### src/rtl/fifo_uart_tx.sv
//==============================================================================
// Module   : fifo_uart_tx
// Purpose  : Pops words from the shift-register fifo and serialises each one
//            as start bit, LSB-first data, optional parity, and stop bit(s).
// Options  : define FIFO_UART_TX_PARITY_EN to add an even-parity bit.
// Revision : 1.0 - initial release
//==============================================================================
`default_nettype none
`timescale 1ns/1ps

module fifo_uart_tx #(
    parameter int DATA_WIDTH   = 8,
    parameter int CLKS_PER_BIT = 16,
    parameter int STOP_BITS    = 1
) (
    input  logic                  clk,
    input  logic                  reset,
    output logic                  fifo_rd_en,
    input  logic [DATA_WIDTH-1:0] fifo_rd_data,
    input  logic                  fifo_rd_val,
    output logic                  tx,
    output logic                  tx_busy,
    output logic                  frame_done
);

    localparam int CNT_W = (CLKS_PER_BIT > 1) ? $clog2(CLKS_PER_BIT) : 1;
    localparam int IDX_W = (DATA_WIDTH > 1) ? $clog2(DATA_WIDTH) : 1;

    localparam logic [CNT_W-1:0] BIT_LAST   = CNT_W'(CLKS_PER_BIT - 1);
    localparam logic [CNT_W-1:0] BIT_PENULT = CNT_W'(CLKS_PER_BIT - 2);
    localparam logic [IDX_W-1:0] IDX_LAST   = IDX_W'(DATA_WIDTH - 1);
    localparam logic             STOP_LAST  = (STOP_BITS > 1);

    typedef enum logic [2:0] {
        S_IDLE,
        S_FETCH,
        S_START,
        S_DATA,
`ifdef FIFO_UART_TX_PARITY_EN
        S_PARITY,
`endif
        S_STOP
    } state_t;

    state_t                state;
    logic [CNT_W-1:0]      bit_timer;
    logic [IDX_W-1:0]      bit_idx;
    logic                  stop_idx;
    logic [DATA_WIDTH-1:0] shift_reg;
    logic                  bit_end;
`ifdef FIFO_UART_TX_PARITY_EN
    logic                  parity;
`endif

    assign bit_end = (bit_timer == BIT_LAST);

    always_ff @(posedge clk) begin
        if (reset) begin
            state      <= S_IDLE;
            tx         <= 1'b1;
            fifo_rd_en <= 1'b0;
            tx_busy    <= 1'b0;
            frame_done <= 1'b0;
            bit_timer  <= '0;
            bit_idx    <= '0;
            stop_idx   <= 1'b0;
            shift_reg  <= '0;
`ifdef FIFO_UART_TX_PARITY_EN
            parity     <= 1'b0;
`endif
        end else begin
            frame_done <= 1'b0;
            case (state)
                // The pop strobe is raised on entry to IDLE, so IDLE lasts one cycle
                // except straight after reset, where it first has to raise the strobe.
                S_IDLE: begin
                    if (fifo_rd_en) begin
                        fifo_rd_en <= 1'b0;
                        state      <= S_FETCH;
                    end else begin
                        fifo_rd_en <= 1'b1;
                    end
                end
                S_FETCH: begin
                    if (fifo_rd_val) begin
                        shift_reg <= fifo_rd_data;
`ifdef FIFO_UART_TX_PARITY_EN
                        parity    <= ^fifo_rd_data;
`endif
                        tx        <= 1'b0;
                        tx_busy   <= 1'b1;
                        bit_timer <= '0;
                        state     <= S_START;
                    end else begin
                        fifo_rd_en <= 1'b1;
                        state      <= S_IDLE;
                    end
                end
                S_START: begin
                    if (bit_end) begin
                        bit_timer <= '0;
                        tx        <= shift_reg[0];
                        shift_reg <= shift_reg >> 1;
                        bit_idx   <= '0;
                        state     <= S_DATA;
                    end else begin
                        bit_timer <= bit_timer + 1'b1;
                    end
                end
                S_DATA: begin
                    if (bit_end) begin
                        bit_timer <= '0;
                        if (bit_idx == IDX_LAST) begin
`ifdef FIFO_UART_TX_PARITY_EN
                            tx       <= parity;
                            state    <= S_PARITY;
`else
                            tx       <= 1'b1;
                            stop_idx <= 1'b0;
                            state    <= S_STOP;
`endif
                        end else begin
                            tx        <= shift_reg[0];
                            shift_reg <= shift_reg >> 1;
                            bit_idx   <= bit_idx + 1'b1;
                        end
                    end else begin
                        bit_timer <= bit_timer + 1'b1;
                    end
                end
`ifdef FIFO_UART_TX_PARITY_EN
                S_PARITY: begin
                    if (bit_end) begin
                        bit_timer <= '0;
                        tx        <= 1'b1;
                        stop_idx  <= 1'b0;
                        state     <= S_STOP;
                    end else begin
                        bit_timer <= bit_timer + 1'b1;
                    end
                end
`endif
                // frame_done is registered, so it is raised one cycle early to
                // coincide with the final stop cycle.
                S_STOP: begin
                    if (bit_end) begin
                        bit_timer <= '0;
                        if (stop_idx == STOP_LAST) begin
                            tx_busy    <= 1'b0;
                            fifo_rd_en <= 1'b1;
                            state      <= S_IDLE;
                        end else begin
                            stop_idx <= 1'b1;
                        end
                    end else begin
                        bit_timer <= bit_timer + 1'b1;
                        if ((stop_idx == STOP_LAST) && (bit_timer == BIT_PENULT)) begin
                            frame_done <= 1'b1;
                        end
                    end
                end
                default: begin
                    state <= S_IDLE;
                end
            endcase
        end
    end

endmodule

`default_nettype wire

### config.mk
export PLATFORM = sky130hd
export DESIGN_NAME = fifo_uart_tx
export DESIGN_NICKNAME = d
export VERILOG_FILES = /design/src/rtl/fifo_uart_tx.sv
export SDC_FILE = /design/constraint.sdc
export NUM_CORES = 1
export LEC_CHECK = 0
export ABC_AREA = 0
export CAP_MARGIN = 20
export CORE_ASPECT_RATIO = 1.25
export CORE_MARGIN = 2
export CORE_UTILIZATION = 50
export CTS_CLUSTER_DIAMETER = 200
export DETAILED_ROUTE_END_ITERATION = 6
export GPL_TIMING_DRIVEN = 0
export PLACE_DENSITY = 0.77
export SYNTH_ARGS = -nofsm -noshare
export SYNTH_HDL_FRONTEND = slang
export SYNTH_SLANG_ARGS = --single-unit
### constraint.sdc
create_clock -name clk -period 1.9 [get_ports clk]
set_input_delay 0.19 -clock clk [delete_from_list [all_inputs] [get_ports clk]]
set_output_delay 0.19 -clock clk [all_outputs]
set_load 0.005 [all_outputs]
Word level (Yosys, flattened, before mapping)
Cells that the tools add are included.
- register bits: 23
- word-level logic and storage cells: 87
- output and inout port bits: 4
- bitwise logic cells: 2
- reductions and logical operators: 18
- multiplexer cells: 40
- add/sub/neg operators: 2
- equal/unequal tests: 16
- operators by type and width (operator ; number):
    2-to-1 mux 8 bit ; 4
    2-to-1 mux 3 bit ; 9
    case mux 8 bit (3 select lines) ; 1
    AND reduction 4 bit ; 5
    inequality test 2 bit (second input constant) ; 9
    2-to-1 mux 1 bit ; 16
    case mux 3 bit (5 select lines) ; 1
    == test 4 bit (second input constant) ; 2
    2-to-1 mux 4 bit ; 2
    case mux 4 bit (2 select lines) ; 1
    nonzero test 2 bit ; 4
    == test 3 x 2 -> 1 bit (second input constant) ; 2
    == test 3 bit (second input constant) ; 2
    case mux 1 bit (3 select lines) ; 2
    case mux 3 bit (2 select lines) ; 1
    AND reduction 6 bit ; 1
    nonzero test 3 bit ; 2
    OR reduction 3 bit ; 2
    AND reduction 5 bit ; 1
    adder 4 x 1 -> 4 bit (second input constant) ; 1
    case mux 1 bit (2 select lines) ; 2
    adder 3 x 1 -> 3 bit (second input constant) ; 1
    == test 3 x 1 -> 1 bit (second input constant) ; 1
    zero test 3 bit ; 1
    4 further kinds ; 5

Logic depth before layout (Yosys ltp)
Gate-level depths: netlist of the first run.
- depth in word-level cells: 4
- depth in mapped cells: 6
- depth with buffers taken out: 5

Worst setup path before layout of the first run
Ideal clock, no wire load.
- kind: register -> register
- start: reg bit_idx[0]
- end: reg shift_reg[0]
- slack: 0.359 ns
- arrival: 1.393 ns
- cell stages (with the launch flop): 6
- cell sequence: dfxtp_1 ha_1 ha_1 and2_1 o31ai_2 a311oi_1
- longest elaborated chain between the ends: 3
- ends and longest elaborated chain (element ; RTL line ; text):
    start: declaration ; 47 ; logic [IDX_W-1:0] bit_idx;
    start signal: assignment ; 125 ; bit_idx <= bit_idx + 1'b1;
    == test 3 bit ; 113 ; if (bit_idx == IDX_LAST) begin
    inequality test 2 bit (no source line) ; -- ;
    AND reduction 5 bit (no source line) ; -- ;
    end signal: assignment ; 86 ; shift_reg <= fifo_rd_data;
    end signal: assignment ; 103 ; shift_reg <= shift_reg >> 1;
    end signal: assignment ; 124 ; shift_reg <= shift_reg >> 1;
    end: declaration ; 49 ; logic [DATA_WIDTH-1:0] shift_reg;
No other way between the ends.
A chain may end at the register's enable or synchronous reset.

Final worst setup path of the first run
- start: reg bit_timer[0]
- end: reg shift_reg[0]
- longest elaborated chain between the ends: 3
- elaborated cells on any way between the ends: 4
- those cells by class: eq/ne (3); reduce/logical (1)
- ends and longest elaborated chain (element ; RTL line ; text):
    start: declaration ; 46 ; logic [CNT_W-1:0] bit_timer;
    start signal: assignment ; 107 ; bit_timer <= bit_timer + 1'b1;
    start signal: assignment ; 128 ; bit_timer <= bit_timer + 1'b1;
    start signal: assignment ; 156 ; bit_timer <= bit_timer + 1'b1;
    == test 4 bit * ; 55 ; assign bit_end = (bit_timer == BIT_LAST);
    inequality test 2 bit (no source line) ; -- ;
    AND reduction 5 bit (no source line) * ; -- ;
Every way passes the cells marked *; elsewhere a longest branch is shown, timed or not.

==> qor.yml, run 1 <==
cts.root.buffer_cell: "clkbuf_4"
rows: 20
coreArea_um2: 2427
synth_area_per_cell_um2: 8.473
area_delta_synth_final_pct: 16.06
cts_tree: "done"
drc_errors: 0
routed_wl_mm: 3.108
dr_total_vias: 1247
grt_max_degree: 12
synth_area_leaders: "dfxtp_1 35%, a311oi_1 11%, nand2_1 6.2%"
syn_inst: 149
cts_setup_buffers: 0
yosysMostFrequentCell: "dfxtp_1"
syn_area_um2: 1262
fillers: 233
setup_slack_ns: 0.1240
path_max_fanout: 7
dr.pass1.iters: 4
fp.dieW_um: 48.95
p_per_area_nw_per_um2: 936.2
viasPerCell: 6.298
antenna_cells: 0
num_io_pins: 15
grt_pass1_wl_mm: 5.216
holdBufCountCts: 0
fin_nets: 182
numPortBuffers: 13
synthTopCellsByCount: "22 x dfxtp_1, 21 x nand2_1, 16 x a311oi_1, 8 x a21oi_1, 8 x clkbuf_1"
drt_iter0_markers: 43
critPathArrivalTime_ns: 1.95
synth-warning-count: 0
hold_violations: 0
start_util_pct: 52.01
hpwl_mm: 2.261
antenna_found_initial: 0
maxSlewViolCount: 0
drive_gt1_share_pct: 7.879
hold_class: "primary input to register"
rsz0062_at_grt: "no"
status: "complete, no violations"
largest_reg_flops: 8
postRouteAntennaNets: 0
worstSkewPairLatency_ns: 0.30
design.die.area_um2: 2946
yosysSeqAreaShare_pct: 34.89
start_kind: "register"
cts.sinks: 22
cts_resized: 0
p_leak_nw: 0.5105
synth.distinct_cells: 44
synthArstFlopShare_pct: 0
cts-htree-levels: 1
synth-edff-count: 0
tns_ns: 0
setup_viol: 0
skew_ns: 0.002443
cp.required_ns: 2.07
synth_top_area_share_pct: 34.89
ir_drop_mv: 0.5420
grt_pass1_vias: 1159
routedWlPerCell_um: 15.70
pre_cts_slack_ns: 0.03434
period_needed_ns: 1.776
path_clk_slew_ns: 0.11
cts_buffers: 3
synth_seq_cells: 22
r2r_slack_ns: 0.12
gp_congestion: 0.8209
worst_slew_pin_slew_ns: 0.5580
yosys.area.top_type: "dfxtp_1"
endpoint_kind: "register"
max_freq_mhz: 563.1
synth_nets: 164
grt_usage_pct: 22.74
slew-limit-headroom_pct: 62.80
die_y_um: 60.18
grt_overflow_total: 0
ys.flop_type: "dfxtp_1"
fin_crit_sh_pct: 93.47
crit_type: "register to register"
maxCapViolCount: 0
cts_buffer_depth: 2
-- critical path, stage by stage (launching register included) --
cell and delay, ns:
dfxtp_1 0.44, ha_1 0.28, nand3_1 0.29, o31ai_4 0.47, a311oi_1 0.16
-- layout by cell type (no fill, tap or decap), types with 2 or more instances in the layout --
master	count
nand4_1	5
inv_1	7
o21ai_1	3
clkbuf_4	3
o21ai_0	2
nand4b_1	2
nand2_1	21
dfxtp_1	22
buf_2	6
clkbuf_1	8
a31oi_1	2
nor2b_1	2
nor3_1	2
o31ai_1	3
a311oi_1	16
clkdlybuf4s50_1	13
and4b_1	2
nand2b_1	2
nand3_1	4
ha_1	4
a211oi_1	2
mux2i_1	2
and4bb_1	2
a21oi_1	8
-- final timing paths --
kind,start,to,cells past startpoint
hold / removal,reset,shift_reg[5],2
setup / recovery,bit_timer[0],shift_reg[0],4
hold reg to reg,shift_reg[6],shift_reg[5],2
setup reg to reg,bit_timer[0],shift_reg[0],4
-- metal layers --
metal	track usage [%]	part of all wire, %	vias to the layer above	wire length [um]
li1	-	-	608	-
met1	26.31	42	578	1311
met2	40.51	49	50	1532
met3	4.000	5.9	11	184
met4	11.84	2.6	0	80
met5	0	0	-	0
-- power breakdown --
part           internal (mW)  switching [mW]  leakage, nW  total [mW]
clock                 0.0739           0.131       0.0138       0.204
combinational          0.243           0.295        0.317       0.539
sequential             0.543          0.0853        0.179       0.629
-- logic make-up (layout without fill, tap and decap cells) --
| kind of cell | after synthesis | count (layout) | synth area share, % |
|---|---|---|---|
| multiplexers | 2 | 2 | 1.586 |
| adder cells (fa/ha/maj) | 4 | 4 | 3.964 |
| AO/OA/AOI/OAI | 49 | 49 | 29.53 |
| buffers and inverters | 22 | 38 | 7.434 |
| flip-flops | 22 | 22 | 34.89 |
| AND/OR/NAND/NOR | 50 | 50 | 22.60 |
-- metrics by stage --
stage / util [%] / hold slack [ns] / std cells / total power, mW / cell area, um2
3_5_place_dp: 59.07 / 0.4835 / 195 / 1.160 / 1434
3_3_place_gp: 59.07 / 0.4677 / 195 / 1.145 / 1434
6_report: 60.36 / 0.3250 / 198 / 1.372 / 1465
4_1_cts: 60.00 / 0.3161 / 198 / 1.370 / 1456
5_1_grt: 60.36 / 0.3336 / 198 / 1.463 / 1465
2_1_floorplan: - / 0.3592 / 149 / 0.9959 / 1262
-- layout make-up --
type | count | area (um2) | share of cell area [%]
Buffer | 15 | 67.56 | 4.611
Sequential cell | 22 | 440.4 | 30.06
Tap cell | 33 | 41.29 | 2.818
Clock buffer | 3 | 22.52 | 1.537
Timing Repair Buffer | 13 | 130.1 | 8.881
Inverter | 7 | 26.28 | 1.793
Multi-Input combinational cell | 105 | 737.0 | 50.30
Note: power is estimated with default switching activity, not from simulation.
==> run 2: changes to the inputs <==
--- a/config.mk
+++ b/config.mk
@@ -9,11 +9,11 @@
 export CAP_MARGIN = 20
 export CORE_ASPECT_RATIO = 1.25
 export CORE_MARGIN = 2
-export CORE_UTILIZATION = 50
+export CORE_UTILIZATION = 49
 export CTS_CLUSTER_DIAMETER = 200
 export DETAILED_ROUTE_END_ITERATION = 6
 export GPL_TIMING_DRIVEN = 0
-export PLACE_DENSITY = 0.77
+export PLACE_DENSITY = 0.75
 export SYNTH_ARGS = -nofsm -noshare
 export SYNTH_HDL_FRONTEND = slang
 export SYNTH_SLANG_ARGS = --single-unit
==> run 2 against run 1 <==
Non-clock buffer count did not move. First-iteration DRC count grew 44%. Core utilization decreased by 0.46 points. Fmax is 0.73% higher. Sequential power about the same. Global-route usage grew 1.4 points. Clock skew barely moved. Worst setup slack improved by 0.013 ns.
==> qor.yml, run 2 (synthesis gave the netlist of run 1 again) <==
drive_gt1_share_pct: 9.091  # +1.2 points
period_needed_ns: 1.763  # -0.01280 ns
cts_buffer_depth: 2  # unchanged
grt_pass1_wl_mm: 5.554  # +6.5%
viasPerCell: 6.348  # +0.80%
internal_power_mw: 0.8612  # about the same
numPortBuffers: 13  # unchanged
cp_top_family: "compound AO/OA/AOI/OAI gates"
cts_setup_buffers: 0  # unchanged
crit_slowest_cell: "o31ai_4"
hold_violations: 0  # unchanged
crit_start: "bit_timer[0]"
hpwl_mm: 2.406  # +6.4%
cts.root.buffer_cell: "clkbuf_4"
drt_iter0_markers: 62  # +44%
dr.pass1.iters: 4  # unchanged
status: "complete, no violations"
cts_resized: 1  # +1
setup_slack_ns: 0.1368  # +0.01280 ns
max_freq_mhz: 567.1  # +0.73%
antenna_cells: 0  # unchanged
path_max_fanout: 7  # unchanged
start_kind: "register"
worstPathCellList: "ha_2 > nand3_1 > o31ai_4 > a311oi_1"
r2r-start: "bit_timer[0]"
path_clk_slew_ns: 0.12  # about the same
r2r_slack_ns: 0.14  # about the same
layout_commonest_cell: "dfxtp_1"
final_area_um2: 1469  # +0.26%
setup_viol: 0  # unchanged
rows: 20  # unchanged
clock_power_share_pct: 15.6  # +0.7 points
placed_cells: 195  # unchanged
skew_ns: 0.002937  # +0.0004943 ns
routedWlPerCell_um: 16.43  # +4.7%
critPathArrivalTime_ns: 1.95  # about the same
pre_cts_slack_ns: -0.0009522  # -0.03529 ns
total_power_mw: 1.385  # +0.97%
power.switching_mw: 0.5239  # +2.5%
final_util_pct: 59.90  # -0.46 points
p_leak_nw: 0.5100  # -0.10%
final_cells: 198  # unchanged
rsz0062_at_grt: "no"
critPathMaxStageDelay_ns: 0.48  # about the same
design.die.area_um2: 3001  # +1.9%
cts_buffers: 3  # unchanged
num_io_pins: 15  # unchanged
ir_drop_mv: 0.5016  # -7.5%
start_util_pct: 51.48  # -0.53 points
crit_buf_inv: 0  # unchanged
largest_reg_flops: 8  # unchanged
hold_class: "primary input to register"
grt_usage_pct: 24.15  # +1.4 points
pwr-share-seq_pct: 45.4  # -0.4 points
dpl-instance-area_um2: 1434  # unchanged
hp-start: "reset"
drc_errors: 0  # unchanged
maxSlewViolCount: 0  # unchanged
fin_crit_sh_pct: 92.80  # -0.67 points
maxCapViolCount: 0  # unchanged
swShare_pct: 37.82  # +0.55 points
grt_overflow_total: 0  # unchanged
grt_max_degree: 12  # unchanged
gp_congestion: 0.8064  # -1.8%
fin_nets: 182  # unchanged
postRouteAntennaNets: 0  # unchanged
coreArea_um2: 2452  # +1.0%
routed_wl_mm: 3.254  # +4.7%
grt_pass1_vias: 1228  # +6.0%
cts.sinks: 22  # unchanged
cp.required_ns: 2.09  # +0.02 ns
slew-limit-headroom_pct: 63.32  # +0.52 points
antenna_found_initial: 0  # unchanged
worst_slew_pin_slew_ns: 0.5502  # -0.007817 ns
dr_total_vias: 1257  # +0.80%
cts_tree: "done"
fp.dieW_um: 49.40  # +0.93%
p_per_area_nw_per_um2: 942.9  # +0.71%
die_y_um: 60.75  # +0.95%
crit_type: "register to register"
cts-htree-levels: 1  # unchanged
worstSkewPairLatency_ns: 0.31  # about the same
most-common-layout-cells: "22 x dfxtp_1, 21 x nand2_1, 16 x a311oi_1"
endpoint_kind: "register"
holdBufCountCts: 0  # unchanged
area_delta_synth_final_pct: 16.35
combPwrFrac_pct: 39.0  # -0.3 points
run 2: cell types whose count changed in the layout (fill, tap and decap cells not counted):
cell and change:
clkbuf_2 +1, ha_2 +1, ha_1 -1, clkbuf_1 -1
run 2: stage by stage:
step | setup TNS (ns) | hold slack, ns
after CTS | 0 | 0.3196
after global placement | 0 | 0.4577
after global routing | 0 | 0.3651
after detailed placement | -0.0009522 | 0.4761
final | 0 | 0.3289
after floorplan | 0 | 0.3592
run 2: routing by layer:
layer	global-route usage (%)	up-vias	routed length (um)
met5	0	-	0
met4	12.30	0	124
met3	2.709	11	177
met2	45.17	47	1611
met1	27.61	589	1339
li1	-	610	-
run 2: power by group through the flow:
stage	combinational [mW]	clock [mW]	sequential [mW]
3_3_place_gp	0.509	0	0.633
5_1_grt	0.594	0.233	0.646
3_5_place_dp	0.527	0	0.638
4_1_cts	0.536	0.218	0.627
2_1_floorplan	0.379	0	0.617
6_report	0.540	0.216	0.629
run 2: worst paths after layout:
kind	cells past startpoint	to
min reg2reg	2	bit_idx[2]
min	2	shift_reg[5]
max	4	shift_reg[4]
max reg2reg	4	shift_reg[4]
run 2: cell type report:
class	count	area, um2
multi-input combinational	105	739.5
fill	237	983.4
clock buffer	3	22.52
sequential	22	440.4
tap	33	41.29
buffer	15	68.82
timing repair buffer	13	130.1
inverter	7	26.28
